===== src/rtl/exec_sequencer_if.sv =====
// Control/observation bundle between the execution sequencer and the datapath/debug side.
interface exec_sequencer_if;
  logic        Run;
  logic        Step;
  logic        bp_en;
  logic [31:0] bp_addr;
  logic [31:0] pc_out;
  logic [31:0] instruction;
  logic        pc_write;
  logic        commit_en;
  logic [1:0]  state;
  logic        halted;
  logic [1:0]  halt_cause;
  logic [31:0] instr_count;

  modport master (
    output Run, Step, bp_en, bp_addr, pc_out, instruction,
    input  pc_write, commit_en, state, halted, halt_cause, instr_count
  );

  modport slave (
    input  Run, Step, bp_en, bp_addr, pc_out, instruction,
    output pc_write, commit_en, state, halted, halt_cause, instr_count
  );
endinterface


===== src/rtl/exec_sequencer.sv =====
// Run/step/halt controller: decides per cycle whether the current instruction commits,
// with breakpoint, halt-instruction and retired-count watchdog stops.
module exec_sequencer #(
  parameter logic [31:0] HALT_INSTR = 32'h0000_000C,
  parameter logic [31:0] MAX_INSTR  = 32'h0000_0000
) (
  input  logic            CLOCK_50,
  input  logic            Reset_n,
  exec_sequencer_if.slave bus
);
  typedef enum logic [1:0] {
    S_IDLE = 2'b00,
    S_RUN  = 2'b01,
    S_STEP = 2'b10,
    S_HALT = 2'b11
  } state_t;

  localparam logic [1:0]  CAUSE_NONE = 2'd0;
  localparam logic [1:0]  CAUSE_BP   = 2'd1;
  localparam logic [1:0]  CAUSE_HI   = 2'd2;
  localparam logic [1:0]  CAUSE_WD   = 2'd3;
  localparam logic [31:0] COUNT_MAX  = 32'hFFFF_FFFF;
  localparam logic        WD_EN      = (MAX_INSTR != 32'd0);

  state_t      r_state;
  logic [1:0]  r_cause;
  logic [31:0] r_count;
  logic        r_bp_skip;
  logic        r_step_q;

  logic w_step_rise;
  logic w_bp_hit;
  logic w_hi_hit;
  logic w_wd_hit;
  logic w_active;
  logic w_commit;

  // Stop conditions and the Mealy commit qualifier
  assign w_step_rise = bus.Step & ~r_step_q;
  assign w_bp_hit    = bus.bp_en & (bus.pc_out == bus.bp_addr) & ~r_bp_skip;
  assign w_hi_hit    = (bus.instruction == HALT_INSTR);
  assign w_wd_hit    = WD_EN & (r_count == MAX_INSTR);
  assign w_active    = ((r_state == S_RUN) & bus.Run) | (r_state == S_STEP);
  assign w_commit    = w_active & ~w_hi_hit & ~w_bp_hit & ~w_wd_hit;

  always_ff @(posedge CLOCK_50 or negedge Reset_n) begin
    if (!Reset_n) begin
      r_state   <= S_IDLE;
      r_cause   <= CAUSE_NONE;
      r_count   <= 32'd0;
      r_bp_skip <= 1'b0;
      r_step_q  <= 1'b0;
    end else begin
      r_step_q <= bus.Step;

      if (w_commit) begin
        if (r_count != COUNT_MAX) r_count <= r_count + 32'd1;
        r_bp_skip <= 1'b0;
      end

      case (r_state)
        S_IDLE: begin
          if (bus.Run)          r_state <= S_RUN;
          else if (w_step_rise) r_state <= S_STEP;
        end
        S_RUN, S_STEP: begin
          if ((r_state == S_RUN) && !bus.Run) begin
            r_state <= S_IDLE;
          end else if (w_hi_hit) begin
            r_state <= S_HALT;
            r_cause <= CAUSE_HI;
          end else if (w_bp_hit) begin
            r_state <= S_HALT;
            r_cause <= CAUSE_BP;
          end else if (w_wd_hit) begin
            r_state <= S_HALT;
            r_cause <= CAUSE_WD;
          end else if (r_state == S_STEP) begin
            r_state <= S_IDLE;
          end
        end
        S_HALT: begin
          // Only a breakpoint halt can be resumed; skip arms so the same PC commits once
          if ((r_cause == CAUSE_BP) && (bus.Run || w_step_rise)) begin
            r_state   <= bus.Run ? S_RUN : S_STEP;
            r_bp_skip <= 1'b1;
            r_cause   <= CAUSE_NONE;
          end
        end
      endcase
    end
  end

  assign bus.pc_write    = w_commit;
  assign bus.commit_en   = w_commit;
  assign bus.state       = r_state;
  assign bus.halted      = (r_state == S_HALT);
  assign bus.halt_cause  = r_cause;
  assign bus.instr_count = r_count;
endmodule

===== src/flat_wrapper.sv =====
// flat-port wrapper written by rule: the top's interface ports become plain ports
module exec_sequencer_flat 
#(
  parameter logic [31:0] HALT_INSTR = 32'h0000_000C,
  parameter logic [31:0] MAX_INSTR  = 32'h0000_0000
)
  (CLOCK_50, Reset_n, bus_Run, bus_Step, bus_bp_en, bus_bp_addr, bus_pc_out, bus_instruction, bus_pc_write, bus_commit_en, bus_state, bus_halted, bus_halt_cause, bus_instr_count);
  exec_sequencer_if bus_i ();
  input  logic CLOCK_50;
  input  logic Reset_n;
  input wire logic [$bits(bus_i.Run)-1:0] bus_Run;
  input wire logic [$bits(bus_i.Step)-1:0] bus_Step;
  input wire logic [$bits(bus_i.bp_en)-1:0] bus_bp_en;
  input wire logic [$bits(bus_i.bp_addr)-1:0] bus_bp_addr;
  input wire logic [$bits(bus_i.pc_out)-1:0] bus_pc_out;
  input wire logic [$bits(bus_i.instruction)-1:0] bus_instruction;
  output wire logic [$bits(bus_i.pc_write)-1:0] bus_pc_write;
  output wire logic [$bits(bus_i.commit_en)-1:0] bus_commit_en;
  output wire logic [$bits(bus_i.state)-1:0] bus_state;
  output wire logic [$bits(bus_i.halted)-1:0] bus_halted;
  output wire logic [$bits(bus_i.halt_cause)-1:0] bus_halt_cause;
  output wire logic [$bits(bus_i.instr_count)-1:0] bus_instr_count;
  assign bus_i.Run = bus_Run;
  assign bus_i.Step = bus_Step;
  assign bus_i.bp_en = bus_bp_en;
  assign bus_i.bp_addr = bus_bp_addr;
  assign bus_i.pc_out = bus_pc_out;
  assign bus_i.instruction = bus_instruction;
  assign bus_pc_write = bus_i.pc_write;
  assign bus_commit_en = bus_i.commit_en;
  assign bus_state = bus_i.state;
  assign bus_halted = bus_i.halted;
  assign bus_halt_cause = bus_i.halt_cause;
  assign bus_instr_count = bus_i.instr_count;
  exec_sequencer #(.HALT_INSTR(HALT_INSTR), .MAX_INSTR(MAX_INSTR)) u_core (.CLOCK_50(CLOCK_50), .Reset_n(Reset_n), .bus(bus_i));
endmodule

===== config.mk =====
export PLATFORM = sky130hd
export DESIGN_NAME = exec_sequencer_flat
export DESIGN_NICKNAME = d
export VERILOG_FILES = /design/src/rtl/exec_sequencer_if.sv /design/src/rtl/exec_sequencer.sv /design/src/flat_wrapper.sv
export SDC_FILE = /design/constraint.sdc
export NUM_CORES = 1
export LEC_CHECK = 0
export CAP_MARGIN = 10
export CORE_ASPECT_RATIO = 0.8
export CORE_MARGIN = 1
export CORE_UTILIZATION = 42
export DETAILED_ROUTE_END_ITERATION = 10
export PLACE_DENSITY = 0.88
export SETUP_SLACK_MARGIN = 0.5
export SLEW_MARGIN = 15
export SYNTH_ARGS = -nofsm -noshare
export SYNTH_HDL_FRONTEND = slang
export SYNTH_SLANG_ARGS = --single-unit

===== constraint.sdc =====
create_clock -name CLOCK_50 -period 5.74 [get_ports CLOCK_50]
set_clock_uncertainty 0.15 [all_clocks]
set_input_delay 0.574 -clock CLOCK_50 [delete_from_list [all_inputs] [get_ports CLOCK_50]]
set_output_delay 0.574 -clock CLOCK_50 [all_outputs]
set_load 0.01 [all_outputs]

=== Word-level counts from Yosys, hierarchy flattened ===
Index checks and enable logic that the tools add are counted.

* $add $sub $neg: 1
* Equal/unequal tests: 12
* Multiplexer cells: 17
* Bitwise operators: 11
* Reduce and logical (&&, ||, !) cells: 10

{| class="wikitable"
|+ Operator list
! kind !! number
|-
| $add A32 B1 Y32 const B || 1
|-
| $eq A32 B32 Y1 || 1
|-
| $eq A32 B4 Y1 const B || 1
|-
| $ne A32 B32 Y1 const B || 1
|-
| $mux W2 || 12
|-
| $and A1 B1 Y1 || 6
|-
| $pmux W2 S3 || 1
|-
| $ne A5 B1 Y1 const B || 1
|-
| $eq A2 B1 Y1 const B || 2
|-
| $eq A2 B2 Y1 const B || 2
|-
| $not A1 Y1 || 4
|-
| $pmux W2 S2 || 1
|-
| $reduce_and A4 Y1 || 1
|-
| $mux W1 || 3
|-
| $ne A3 B1 Y1 const B || 1
|-
| $ne A3 B2 Y1 const B || 1
|-
| $reduce_and A3 Y1 || 1
|-
| $logic_and A1 B1 Y1 || 2
|-
| $logic_not A2 Y1 || 1
|-
| $ne A2 B1 Y1 const B || 1
|-
| $ne A2 B2 Y1 const B || 1
|-
| $reduce_and A2 Y1 || 1
|-
| $reduce_bool A2 Y1 || 1
|-
| $reduce_or A2 Y1 || 1
|-
| other kinds (3) || 3
|}

* Flip-flop bits (word level): 38
* Word-level logic and storage cells: 56

=== Depth between registers and ports, before layout ===
* Depth after elaboration: 8
* Depth in mapped cells: 8

=== Least setup slack after synthesis ===
No wires, ideal clock.

* Path type: in2out
* Start point: in bus_instruction[16]
* End point: out bus_pc_write
* Data arrival time: 2.007 ns
* Data required time: 5.016 ns
* Slack: 3.009 ns
* Stages on the path: 7
* Path through: nor4_1 nand4_1 nor3_4 buf_4 nor2_1 and2_1 buf_4

* Cells in the longest elaborated chain, start to end: 4

{| class="wikitable"
|+ Ends and longest elaborated chain
! element !! RTL line !! text
|-
| start: declaration || flat_wrapper.sv:16 || <nowiki>input wire logic [$bits(bus_i.instruction)-1:0] bus_instruction;</nowiki>
|-
| $eq A32 B4 Y1 || exec_sequencer.sv:41 || <nowiki>assign w_hi_hit = (bus.instruction == HALT_INSTR);</nowiki>
|-
| $not A1 Y1 || exec_sequencer.sv:44 || <nowiki>assign w_commit = w_active & ~w_hi_hit & ~w_bp_hit & ~w_wd_hit;</nowiki>
|-
| $and A1 B1 Y1 (2 in a row) || exec_sequencer.sv:44 ||
|-
| end: declaration || flat_wrapper.sv:17 || <nowiki>output wire logic [$bits(bus_i.pc_write)-1:0] bus_pc_write;</nowiki>
|}

Every way passes these cells.

=== Worst setup path in the final report ===
* Start point: in bus_instruction[16]
* End point: out bus_commit_en

* Cells in the longest elaborated chain, start to end: 4

{| class="wikitable"
|+ Ends and longest elaborated chain
! element !! RTL line !! text
|-
| $eq A32 B4 Y1 || exec_sequencer.sv:41 ||
|-
| $not A1 Y1 || exec_sequencer.sv:44 ||
|-
| $and A1 B1 Y1 (2 in a row) || exec_sequencer.sv:44 ||
|-
| end: declaration || flat_wrapper.sv:18 || <nowiki>output wire logic [$bits(bus_i.commit_en)-1:0] bus_commit_en;</nowiki>
|}

Every way passes these cells.

==> qor.txt <==
Top_reg_cell synth = dfrtp_1
Period utilisation layout = 0.6552
Die width = 88.77 µm
Largest net degree at the start of global routing = 39
Vias = 2,653
Cells after synthesis = 271
Fraction of layout instances using a drive strength above 1 = 0.04116
# setup viols final = 0
Total wire length = 8387 µm
Clk Latency, worst-skew pair = 0.29 ns
Clk buf depth = 2
Compound-cell area share of the yosys netlist = 0.04500
CORE AREA = 5615 µm²
Sequential cell area = 950.9 µm²
Peak supply drop = 253.8 µV
Post-synthesis mux area share = 0.01731
Max incr delay on CP = 0.63 ns
Post-synthesis adder-cell area fraction = 0.02473
Initial antenna violation count = 0
Top cells by area, synth = dfrtp_1 38%, xnor2_1 20%, nand4_1 5.4%
TritonCTS clock tree = yes
Die area = 6340 µm²
Worst endpoint required time = 5.02 ns
Initial DRC Count = 167
FF+latch count, synth = 38
Sum Neg Setup Slack = 0 ns
HPWL Detailed = 6831 µm
Hold slack = 0.3606 ns
Synth async-reset ratio = 1.000
Slew @ Worst Pin = 0.7088 ns
Post-route setup slack = 1.979 ns
DRT Pass-1 Iters = 4
Sequential group share of total power = 0.357
H-tree Lvls = 2
Combinational family with the most area after synthesis = simple AND/OR/NAND/NOR gates
EDFF count, synth = 0
Fmax = 265.9 MHz
Period minus WS final = 3.761 ns
Sequential share of the synthesized area = 0.3759
Top-count cell post-synth = xnor2_1
Avg Cell Area, Syn = 9.336 µm²
Clk pin slew, worst setup/hold paths = 0.07 ns
Cell taking the most area after synthesis = dfrtp_1
Final hold vios = 0
Global-route usage over all layers = 0.2883
Most frequent CP cell = clkdlybuf4s50_1
Remaining antenna violation count = 0
Syn Nets = 377
Root Buffer = clkbuf_8
Number of global-route vias before repair = 2,720
Setup slack at placement = 1.961 ns
Critical Path Slowest Stage Cell = nor3_4
Distinct cells, synth = 42
Wire length per cell = 17.08 µm
Min-delay worst type = reg2reg
Drc violations = 0
Rel. slew slack = 0.5274
ANT cells = 0
Die Y = 71.42 µm
Crit-path cells = clkdlybuf4s50_1 > nor4_1 > nand4_1 > nor3_4 > nor2_1 > and2_1 > clkdlybuf4s50_1
Setup repair bufs after CTS = 0
Synthesis Warnings = 0
Post-DR vias/cell = 5.403
Clock sink count = 38
First-pass GRT wire length = 13,740 µm
Synth Area in XOR/XNOR = 0.2112
Worst Path Max Fanout = 15
# fillers = 429
Total CTS buffers = 5
Setup crit start kind = primary input
Post-synthesis cell area = 2530 µm²
Internal power = 624.0 µW
Yosys top cell area share = 0.3759
Std cell rows = 24
CP bufs+invs = 2
Fin. max-slew vios = 0
Area Overhead vs Synth = 61.52%
Critical path type = in2out
GRT overflow = 0
Clock Power Share = 0.202
Leakage = 0.001513 µW
Maximum capacitance violations = 0
RD Place Congestion = 0.8596
CP Capture Type = primary output
Sw Ratio = 0.3440
Cts repair resizes = 0
Ports = 140
PwrDens = 232.8 nW/µm²
Run status = complete, no violations
CP delay by family, top = simple AND/OR/NAND/NOR gates
RSZ-0062 raised after global routing = no
CP arrival = 3.04 ns
# hold bufs at CTS = 0
Simple-gate share of the synthesized area = 0.2987
Final nets = 518
Multi-input combinational cell area = 1510 µm²
Initial Util = 0.4505
Top post-synthesis cells by count = 57 x xnor2_1, 38 x dfrtp_1, 24 x nand2_1
Port Buffers = 139
Logic pwr share = 0.441
P_sw = 327.2 µW
-- sequential cells by signal, summed over array words and instances (netlist names) --
name                    count
u_core.bus.instr_count     32
u_core.bus.halt_cause       2
u_core.r_step_q             1
u_core.r_bp_skip            1
u_core.bus.state            2
-- through the flow --
stage / std cells / util / area [µm²] / power [µW]
2_1_floorplan: 271 / - / 2530 / 561.2
3_3_place_gp: 483 / 0.7108 / 3991 / 749.5
3_5_place_dp: 483 / 0.7108 / 3991 / 760.1
4_1_cts: 491 / 0.7277 / 4086 / 952.4
5_1_grt: 491 / 0.7277 / 4086 / 1009
6_report: 491 / 0.7277 / 4086 / 951.2
-- cell type report --
type | count | share of cell area
Sequential cell | 38 | 0.2327
Timing Repair Buffer | 141 | 0.3442
Inverter | 7 | 0.006430
Clock inverter | 2 | 0.003062
Clock buffer | 6 | 0.02021
Tap cell | 78 | 0.02388
Multi-Input combinational cell | 219 | 0.3696
-- power groups by stage --
stage          sequential (µW)  combinational (µW)  clock, µW
5_1_grt                    345                 457        207
4_1_cts                    339                 418        195
6_report                   340                 420        192
2_1_floorplan              347                 214          0
3_5_place_dp               344                 416          0
3_3_place_gp               342                 407          0
-- worst register-to-register path: stages, from the launching register on --
cell and delay [ns]:
dfrtp_1 0.45, ha_1 0.26, nand2_1 0.09, nor4_1 0.52, and4_1 0.55, nor3_4 0.13
nand2_2 0.13, mux2_1 0.32
-- worst paths after layout --
check	cells after the start	slack, ns	startpoint	endpoint
min in group asynchronous	2	0.57	Reset_n	u_core.r_step_q
worst min register to register	1	0.36	u_core.bus.instr_count[29]	u_core.bus.instr_count[29]
worst max register to register	7	3.04	u_core.bus.instr_count[0]	u_core.bus.instr_count[1]
worst max-delay path	7	1.98	bus_instruction[16]	bus_commit_en
worst min-delay path	1	0.36	u_core.bus.instr_count[29]	u_core.bus.instr_count[29]
max in group asynchronous	2	4.53	Reset_n	u_core.bus.instr_count[31]
-- cells in the final DEF, fill, tap and decap left out, types with 3 or more instances in the layout --
cell	instances
clkdlybuf4s50_1	139
and2_1	3
and3_1	6
inv_1	7
nand4b_1	3
nor2_1	13
and4_1	4
o21ai_0	4
nand4_1	22
a31oi_1	3
nand3_1	23
nand2_1	24
nand2b_1	3
xnor2_1	57
dfrtp_1	38
nor3_1	8
nor4_1	15
ha_1	5
xor2_1	4
clkbuf_8	6
-- per-layer routing --
metal | vias to the layer above | global-route usage | wire length (µm) | share of wire
li1 | 1262 | - | - | -
met1 | 1231 | 0.3469 | 3212 | 0.38
met2 | 128 | 0.4915 | 4275 | 0.51
met3 | 32 | 0.07604 | 629 | 0.075
met4 | 0 | 0.1129 | 270 | 0.032
met5 | - | 0 | 0 | 0
-- logic make-up after synthesis --
logic type | after synthesis
adder cells (fa/ha/maj) | 5
AND/OR/NAND/NOR | 132
multiplexers | 4
buffers and inverters | 14
flip-flops | 38
XOR/XNOR | 61
AO/OA/AOI/OAI | 17
No activity file was read; power rests on OpenSTA's default activity.
